==> src/rtl/textbuf_arb.sv <==
// Two-port arbiter in front of a single-port text RAM: display fetch (A) has priority, system writer (B) is forced after MAX_WAIT denials.
// Latency: grant is same-cycle combinational; read data and rvalid appear one cycle after the grant.
// Backpressure: a requester holds its request until ack; at most one port is acked per cycle.
module textbuf_arb #(
    parameter int ADDRW    = 14,
    parameter int DATAW    = 32,
    parameter int MAX_WAIT = 8
) (
    input  logic             clk_sys,
    input  logic             rst_sys,

    input  logic             a_req,
    input  logic [ADDRW-1:0] a_addr,
    output logic             a_ack,
    output logic             a_rvalid,
    output logic [DATAW-1:0] a_rdata,

    input  logic             b_req,
    input  logic             b_we,
    input  logic [ADDRW-1:0] b_addr,
    input  logic [DATAW-1:0] b_wdata,
    output logic             b_ack,
    output logic             b_rvalid,
    output logic [DATAW-1:0] b_rdata,

    output logic [ADDRW-1:0] mem_addr,
    output logic             mem_we,
    output logic [DATAW-1:0] mem_din,
    input  logic [DATAW-1:0] mem_dout
);

    typedef enum logic {
        PRIO_A  = 1'b0,
        FORCE_B = 1'b1
    } state_t;

    localparam logic [7:0] MAX_WAIT_C = 8'(MAX_WAIT);

    state_t           state_q, state_d;
    logic [7:0]       wait_cnt_q, wait_cnt_d;
    logic             a_pend_q, a_pend_d;
    logic             b_pend_q, b_pend_d;
    logic [DATAW-1:0] a_rdata_q, a_rdata_d;
    logic [DATAW-1:0] b_rdata_q, b_rdata_d;

    always_comb begin
        a_ack      = 1'b0;
        b_ack      = 1'b0;
        state_d    = state_q;
        wait_cnt_d = '0;

        if (!rst_sys) begin
            if (state_q == FORCE_B && b_req) begin
                b_ack = 1'b1;
            end else if (a_req) begin
                a_ack = 1'b1;
            end else if (b_req) begin
                b_ack = 1'b1;
            end
        end

        mem_we   = b_ack & b_we;
        mem_addr = b_ack ? b_addr : a_addr;
        mem_din  = b_wdata;

        if (b_req && !b_ack) begin
            wait_cnt_d = (wait_cnt_q == 8'hFF) ? wait_cnt_q : wait_cnt_q + 8'd1;
        end

        // FORCE_B lasts exactly one cycle: either B is granted or it has withdrawn.
        case (state_q)
            PRIO_A:  if (wait_cnt_d == MAX_WAIT_C) state_d = FORCE_B;
            FORCE_B: state_d = PRIO_A;
            default: state_d = PRIO_A;
        endcase

        a_pend_d = a_ack;
        b_pend_d = b_ack & ~b_we;

        a_rvalid  = a_pend_q & ~rst_sys;
        b_rvalid  = b_pend_q & ~rst_sys;
        a_rdata_d = a_rvalid ? mem_dout : a_rdata_q;
        b_rdata_d = b_rvalid ? mem_dout : b_rdata_q;
        a_rdata   = rst_sys ? '0 : a_rdata_d;
        b_rdata   = rst_sys ? '0 : b_rdata_d;
    end

    always_ff @(posedge clk_sys) begin
        if (rst_sys) begin
            state_q    <= PRIO_A;
            wait_cnt_q <= '0;
            a_pend_q   <= 1'b0;
            b_pend_q   <= 1'b0;
            a_rdata_q  <= '0;
            b_rdata_q  <= '0;
        end else begin
            state_q    <= state_d;
            wait_cnt_q <= wait_cnt_d;
            a_pend_q   <= a_pend_d;
            b_pend_q   <= b_pend_d;
            a_rdata_q  <= a_rdata_d;
            b_rdata_q  <= b_rdata_d;
        end
    end

endmodule

==> config.mk <==
export PLATFORM = sky130hd
export DESIGN_NAME = textbuf_arb
export DESIGN_NICKNAME = d
export VERILOG_FILES = /design/src/rtl/textbuf_arb.sv
export SDC_FILE = /design/constraint.sdc
export NUM_CORES = 1
export LEC_CHECK = 0
export CORE_MARGIN = 1.5
export CORE_UTILIZATION = 33
export DETAILED_ROUTE_END_ITERATION = 10
export GPL_ROUTABILITY_DRIVEN = 1
export PLACE_DENSITY = 0.86
export SETUP_SLACK_MARGIN = 0.3
export SLEW_MARGIN = 20
export SYNTH_ARGS = -nofsm -noshare
export SYNTH_HDL_FRONTEND = slang
export SYNTH_SLANG_ARGS = --single-unit
==> constraint.sdc <==
create_clock -name clk_sys -period 2.45 [get_ports clk_sys]
set_input_delay 0.735 -clock clk_sys [delete_from_list [all_inputs] [get_ports clk_sys]]
set_output_delay 0.735 -clock clk_sys [all_outputs]
set_load 0.03 [all_outputs]
# Word-level counts from Yosys, hierarchy flattened

Index checks and enable logic that the tools add are counted.

Bits in registers: 75
Bits in latches: 0
RAM bits: 0
Memory bits (read-only): 0
Bits of input ports: 97
Output and inout port bits: 115
Word-level logic and storage cells: 35
Memories kept: 0

Add/subtract/negate cells: 1
$mul: 0
Div/mod/pow operators: 0
Order comparisons: 0
Equality and inequality tests: 2
Shift-type cells: 0
Multiplexer cells: 16
Bitwise logic cells: 7
Reduce and logical (&&, ||, !) cells: 3

Operators with widths:

| kind                                                            | count |
|---|---|
| 32-bit 2-to-1 mux                                               | 4 |
| 8-bit 2-to-1 mux                                                | 2 |
| 14-bit 2-to-1 mux                                               | 1 |
| 8-bit by 1-bit adder with 8-bit output, second input constant   | 1 |
| 8-bit by 4-bit == test with 1-bit output, second input constant | 1 |
| 8-bit == test, second input constant                            | 1 |
| 1-bit 2-to-1 mux                                                | 8 |
| 1-bit bitwise AND                                               | 4 |
| 1-bit inverter                                                  | 3 |
| 1-bit logical AND                                               | 2 |
| 1-bit case mux with 2 select lines                              | 1 |
| 1-bit logical NOT                                               | 1 |

# Longest topological paths before layout

Gate-level depths: netlist of the first run.

Depth after elaboration: 10
Depth in mapped cells: 7

# Worst setup path before layout of the first run

OpenSTA, ideal clock, no wires.

Path type: input to output
Start point: input a_req
End point: output mem_addr[10]
Arrival time: 1.826 ns
Path slack: -0.111 ns
Stages: 5
Cells stage by stage: nor2b_1 > nor2_1 > nand2_1 > buf_2 > mux2_1

Longest elaborated chain between the ends: 4

RTL lines:

| what               | RTL line | text |
|---|---|---|
| start: declaration | 12       | `input logic a_req,` |
| 1-bit 2-to-1 mux   | 55       | `end else if (a_req) begin` |
| 1-bit 2-to-1 mux   | 53       | `if (state_q == FORCE_B && b_req) begin` |
| 1-bit 2-to-1 mux   | 52       | `if (!rst_sys) begin` |
| 14-bit 2-to-1 mux  | 63       | `mem_addr = b_ack ? b_addr : a_addr;` |
| end: declaration   | 26       | `output logic [ADDRW-1:0] mem_addr,` |

No other way between the ends.

# Worst setup path in the final report of the first run

Start point: input a_req
End point: output mem_addr[9]

The elaborated chain is that of the path after synthesis.

==> results of run 1 <==
-- cell type report --
class / count / area share
Timing Repair Buffer: 186 / 0.363
Multi-Input combinational cell: 198 / 0.315
Sequential cell: 75 / 0.259
Tap cell: 129 / 0.0277
Clock buffer: 11 / 0.0243
Clock inverter: 4 / 0.00881
Inverter: 1 / 0.000645
Antenna cell: 1 / 0.000430
-- repair_timing --
action                                  CTS  global route
cloned                                    1            11
endpoints found under the setup margin   83            83
pin swaps                                 2            32
setup buffers                             3            12
gates resized for setup                 112           156
-- through the flow --
| step | worst slack (ns) | area, µm² | setup TNS (ns) | utilization | std cells |
|---|---|---|---|---|---|
| 6_report | -0.135 | 5820 | -0.857 | 0.624 | 605 |
| 3_3_place_gp | -0.926 | 4570 | -21.64 | 0.490 | 562 |
| 5_1_grt | -0.174 | 5820 | -1.44 | 0.624 | 604 |
| 3_5_place_dp | -0.948 | 4570 | -24.51 | 0.490 | 562 |
| 2_1_floorplan | 0.119 | 3320 | 0 | - | 324 |
| 4_1_cts | -0.185 | 4880 | -1.80 | 0.523 | 581 |
-- worst max path at each step --
stage,from,to,slack [ns],cells after the start
final,a_req,mem_addr[9],-0.14,8
after global routing,a_req,mem_addr[9],-0.17,8
after CTS,a_req,mem_addr[9],-0.19,8
after detailed placement,a_req,mem_addr[13],-0.95,7
after global placement,a_req,mem_addr[3],-0.93,7
after floorplan,a_req,mem_addr[10],0.12,5
-- cell usage after synthesis (all sizes together), types with 2 or more instances --
cell,count
a211oi,2
a21oi,3
a31oi,3
and3,4
buf,40
clkbuf,10
dfxtp,75
mux2,14
mux2i,64
nand2,4
nand3,4
nor2,77
nor2b,3
nor3,3
o21ai,5
xnor2,3
-- report_power, final --
part / total [µW] / internal, µW / switching, µW
clock network: 939 / 494 / 445
logic: 663 / 342 / 321
registers: 1280 / 1260 / 23.0
total: 2880 / 2090 / 789
-- kinds of logic after synthesis --
| family | count (synthesis) |
|---|---|
| AOI/OAI and AO/OA | 15 |
| xor gates and xnor gates | 4 |
| adders and majority gates | 1 |
| buffers and inverters | 51 |
| DFF | 75 |
| muxes | 78 |
| and+or+nand+nor | 100 |
-- registers in the layout, summed over array words and instances, names as in the netlist --
signal	cells
a_pend_q	1
a_rdata_q	32
b_pend_q	1
b_rdata_q	32
wait_cnt_q	8
state_q	1
-- worst register-to-register path, stage by stage (launching register included) --
cell	delay, ns
dfxtp_1	0.43
ha_1	0.33
and3_1	0.31
a31oi_1	0.13
o21ai_0	0.16
o21ai_0	0.12
o2111a_1	0.15
-- per-layer routing --
layer  GRT usage  up-vias
met1       0.154     1352
met4      0.0417        0
li1            -     1351
met2       0.301      134
met5           0        -
met3      0.0587       15
==> results.cfg, run 1 <==
[logic_synthesis]
yosys.area.top_type = dfxtp_1
synth_top_area_share = 0.469
synth_top_family_by_area = multiplexers
synthMuxAreaShare = 0.249
synth_compound_area_frac = 0.0289
synthArstFlopShare = 0
netlist_area_um2 = 3200
avgSynthCellArea_um2 = 9.88
synth-seq-area-share = 0.469
synth-main-ff-cell = dfxtp_1
ys_types = 30
syn-num-nets = 422
synthAdderAreaFrac = 0.00391
synthXorXnorAreaFrac = 0.0109
synth-edff-count = 0
syn_inst = 324
ys_seq_elements = 75
synth_area_leaders = dfxtp_1 (47%), mux2i_1 (20%), nor2_1 (8.9%), buf_4 (7.5%), mux2_1 (4.9%)
yosys_warnings = 0
synthSimpleGateAreaFrac = 0.138

[clock_tree]
clk_pin_slew_ns = 0.07
cts_root_buf = clkbuf_8
clk_latency_ns = 0.33
cts.sinks = 75
cts_tree = done
ctsLongestPathBuffers = 2
htree_levels = 3
ctsHoldBuffers = 0
cts_buffers = 9

[timing]
period_minus_slack_ns = 2.59
max_slew_margin = 0.796
tightest_slew_ns = 0.305
hold_viol_final = 0
drv_slew = 0
rsz0062_at_grt = true
fin_skew_ns = 0.00673
finalSetupViolCount = 13
period_share = 1.06
setup_slack_ns = -0.135
holdWs_ns = 0.503
max_freq_mhz = 387

[layout]
most-common-layout-cells = dfxtp_1 (73), buf_4 (55), buf_6 (48)
layout_commonest_cell = dfxtp_1
nNetsFinal = 569
drive_gt1_frac = 0.486
synthToLayoutAreaGrowth_pct = 81.8
n_fill_cell = 727
multi_input_area_um2 = 1840
regArea_um2 = 1510

[grt]
antenna_found_initial = 1
overflow = 0
grt_pass1_vias = 2649
grt_pass1_wl_um = 12400
grt.total_usage = 0.156
grt_max_degree = 69

[die]
fp.dieH_um = 102
die_area_um2 = 10300
core_area_um2 = 9330
die_width_um = 102
io_pins = 212
num_rows = 35
start_util = 0.343

[critical_path]
r2r_start = wait_cnt_q[0]$_SDFF_PP0_
r2r_slack_ns = 0.72
critPathTopFamily = buffers and inverters
cp-end-kind = primary output
slowest_delay_ns = 0.30
r2r_end = state_q$_SDFF_PP0_
cp_slowest_cell = mux2_4
cp_num_buf_inv = 4
cp_common_cell = buf_6
crit_chain = buf_8, nor2b_4, nor2_4, nand2_4, buf_12, buf_6, mux2_4, buf_6
r2r_cells = 6
critical_path.max_fanout = 7
cp.required_ns = 1.71
crit_type = in -> out
cp-start-kind = primary input
cp.arrival_ns = 1.85

[power]
vdd_drop_max_uv = 314
total_power_uw = 2880
p_per_area_nw_per_um2 = 495
leakagePower_uw = 0.00254

[min_path]
hold_class = reg -> reg
min_path_cells = 2
min_to = b_rdata_q[24]$_DFF_P_
hp-start = b_rdata_q[24]$_DFF_P_

[route]
top_layer = met4
route.met3.wl_um = 734
num_vias = 2852
first_iter_violations = 46
m1WireLength_um = 4020
avgViaCountPerCell = 4.71
drtAntennaViolNets = 0
drt_drc_violations_left = 0
dr.pass1.iters = 4
wl_um = 10700
wl_met2_um = 5790
wl_per_cell_um = 17.7

[placed_design]
numPortBuffers = 147
gp_congestion = 0.867
dp_hpwl_um = 6060

[run_status]
violations = setup timing
status = complete, but fails checks

[run]
maxCapViolations = 0
(Power assumes the default switching activity.)
==> run 2: changes to the inputs <==
--- a/config.mk
+++ b/config.mk
@@ -5,7 +5,7 @@
 export SDC_FILE = /design/constraint.sdc
 export NUM_CORES = 1
 export LEC_CHECK = 0
-export CORE_MARGIN = 1.5
+export CORE_MARGIN = 4
 export CORE_UTILIZATION = 33
 export DETAILED_ROUTE_END_ITERATION = 10
 export GPL_ROUTABILITY_DRIVEN = 1
==> run 2 against run 1 <==
  * The flow still finishes with violations (setup timing)
  * Maximum frequency grew 2.7%
  * Global-route usage grew 4.9 points
  * Sequential share of layout area shrank 2.5 points
  * Die area grew 10%
  * Setup slack gained 0.069 ns
  * Critical path depth shrank 1
  * Largest cell class unchanged
==> results.cfg, run 2 (synthesis gave the netlist of run 1 again) <==
[run_status]
status = complete, but fails checks
violations = setup timing

[layout]
layout_commonest_cell = dfxtp_1
synthToLayoutAreaGrowth_pct = 101
post-route-util = 0.689
reg.largest.list = a_rdata_q: 32 flops, b_rdata_q: 32 flops, wait_cnt_q: 8 flops
drive_gt1_frac = 0.587
n_fill_cell = 669
most-common-layout-cells = dfxtp_1 (73), buf_4 (56), buf_6 (54)
nNetsFinal = 583
fin_cells = 619

[timing]
period_minus_slack_ns = 2.52
rsz0062_at_grt = true
max_freq_mhz = 397
period_share = 1.03
drv_slew = 0
tightest_slew_ns = 0.465
fin_skew_ns = 0.0115
max_slew_margin = 0.687
setup_slack_ns = -0.0664
finalSetupViolCount = 15
hold_viol_final = 0

[clock_tree]
cts_tree = done
ctsHoldBuffers = 0
cts_root_buf = clkbuf_8
htree_levels = 3
ctsLongestPathBuffers = 2
cts_buffers = 9
cts.sinks = 75
clk_pin_slew_ns = 0.07
clk_latency_ns = 0.35

[critical_path]
critPathTopFamily = buffers and inverters
cp-end-kind = primary output
cp_slowest_cell = mux2_4
cp-start-kind = primary input
cp_num_buf_inv = 3
slowest_delay_ns = 0.30
crit_type = in -> out
critPathLaunch = a_req
endpoint = mem_addr[1]
r2r_cells = 6
r2r_end = state_q$_SDFF_PP0_
crit_chain = buf_6, nor2b_4, nor2_4, nand2_4, buf_12, mux2_4, buf_6
cp_common_cell = buf_6
r2r_start = wait_cnt_q[0]$_SDFF_PP0_
critical_path.max_fanout = 8
cp.arrival_ns = 1.78
cp.required_ns = 1.71
cp.depth = 7
r2r_slack_ns = 0.75

[route]
num_vias = 2981
drtAntennaViolNets = 0
first_iter_violations = 66
dr.pass1.iters = 4
avgViaCountPerCell = 4.82
drt_drc_violations_left = 0
wl_um = 12300
wl_per_cell_um = 19.9

[die]
fp.dieH_um = 107
die_area_um2 = 11300
io_pins = 212
start_util = 0.343
die_width_um = 107
core_area_um2 = 9330
num_rows = 35

[placed_design]
dp_cells = 560
dp_hpwl_um = 6740
gp_congestion = 0.807
numPortBuffers = 147

[grt]
overflow = 0
grt.total_usage = 0.205
grt_pass1_wl_um = 17700
grt_pass1_vias = 3344
antenna_found_initial = 1
grt_max_degree = 35

[power]
leakagePower_uw = 0.00253
vdd_drop_max_uv = 358
p_comb_frac = 0.247
seqPwrFrac = 0.415
p_per_area_nw_per_um2 = 481
p_sw_frac = 0.274
p_int_uw = 2240
power.switching_uw = 847
p_clk_frac = 0.338

[min_path]
hold_class = reg -> reg

[run]
maxCapViolations = 0
-- run 2: power groups by stage --
stage	Combinational, µW	Sequential (µW)	Clock [µW]
2_1_floorplan	369	1290	0
3_3_place_gp	504	1290	0
3_5_place_dp	512	1300	0
4_1_cts	687	1280	1070
5_1_grt	796	1290	1120
6_report	763	1280	1040
-- run 2: worst min-delay path by stage --
stage | start | endpoint | slack (ns) | cells after the start
6_report | b_rdata_q[6]$_DFF_P_ | b_rdata_q[6]$_DFF_P_ | 0.51 | 2
5_1_grt | a_rdata_q[3]$_DFF_P_ | a_rdata_q[3]$_DFF_P_ | 0.53 | 2
2_1_floorplan | wait_cnt_q[1]$_SDFF_PP0_ | wait_cnt_q[1]$_SDFF_PP0_ | 0.46 | 2
3_3_place_gp | wait_cnt_q[1]$_SDFF_PP0_ | wait_cnt_q[1]$_SDFF_PP0_ | 0.47 | 2
3_5_place_dp | a_rdata_q[3]$_DFF_P_ | a_rdata_q[3]$_DFF_P_ | 0.49 | 2
4_1_cts | b_rdata_q[28]$_DFF_P_ | b_rdata_q[28]$_DFF_P_ | 0.51 | 2
-- run 2: repair_timing --
item | CTS | global route
endpoints found under the hold margin | 0 | 0
setup buffers | 22 | 8
gates cloned | 10 | 3
resized for setup | 305 | 55
endpoints found under the setup margin | 83 | 83
pin swaps | 37 | 19
-- run 2: stage by stage --
step	hold WS [ns]	setup WS [ns]	instance area (µm²)	TNS, ns	power (µW)
5_1_grt	0.534	-0.0937	6430	-1.23	3200
6_report	0.506	-0.0664	6430	-0.882	3090
4_1_cts	0.505	-0.0337	6010	-0.380	3030
2_1_floorplan	0.458	0.119	3320	0	1660
3_5_place_dp	0.495	-0.880	4590	-21.78	1810
3_3_place_gp	0.468	-0.859	4590	-21.04	1800
-- run 2: per-layer routing --
| layer | routed length (µm) | global-route usage |
|---|---|---|
| met5 | 0 | 0 |
| met1 | 4420 | 0.210 |
| met2 | 6770 | 0.381 |
| met3 | 794 | 0.0613 |
| met4 | 344 | 0.0895 |
-- run 2: cell type report --
class	instances	area, µm²	share of cell area
Timing Repair Buffer	200	2280	0.355
Multi-Input combinational cell	198	2260	0.351
Sequential cell	75	1510	0.235
Tap cell	129	161	0.0251
Clock buffer	10	138	0.0214
Clock inverter	5	77.6	0.0121
Inverter	1	3.75	0.000584
Antenna cell	1	2.50	0.000389
-- run 2: worst min-delay path: stages (launching register included) --
cell	delay [ns]
dfxtp_1	0.31
mux2i_1	0.07
nor2_2	0.09
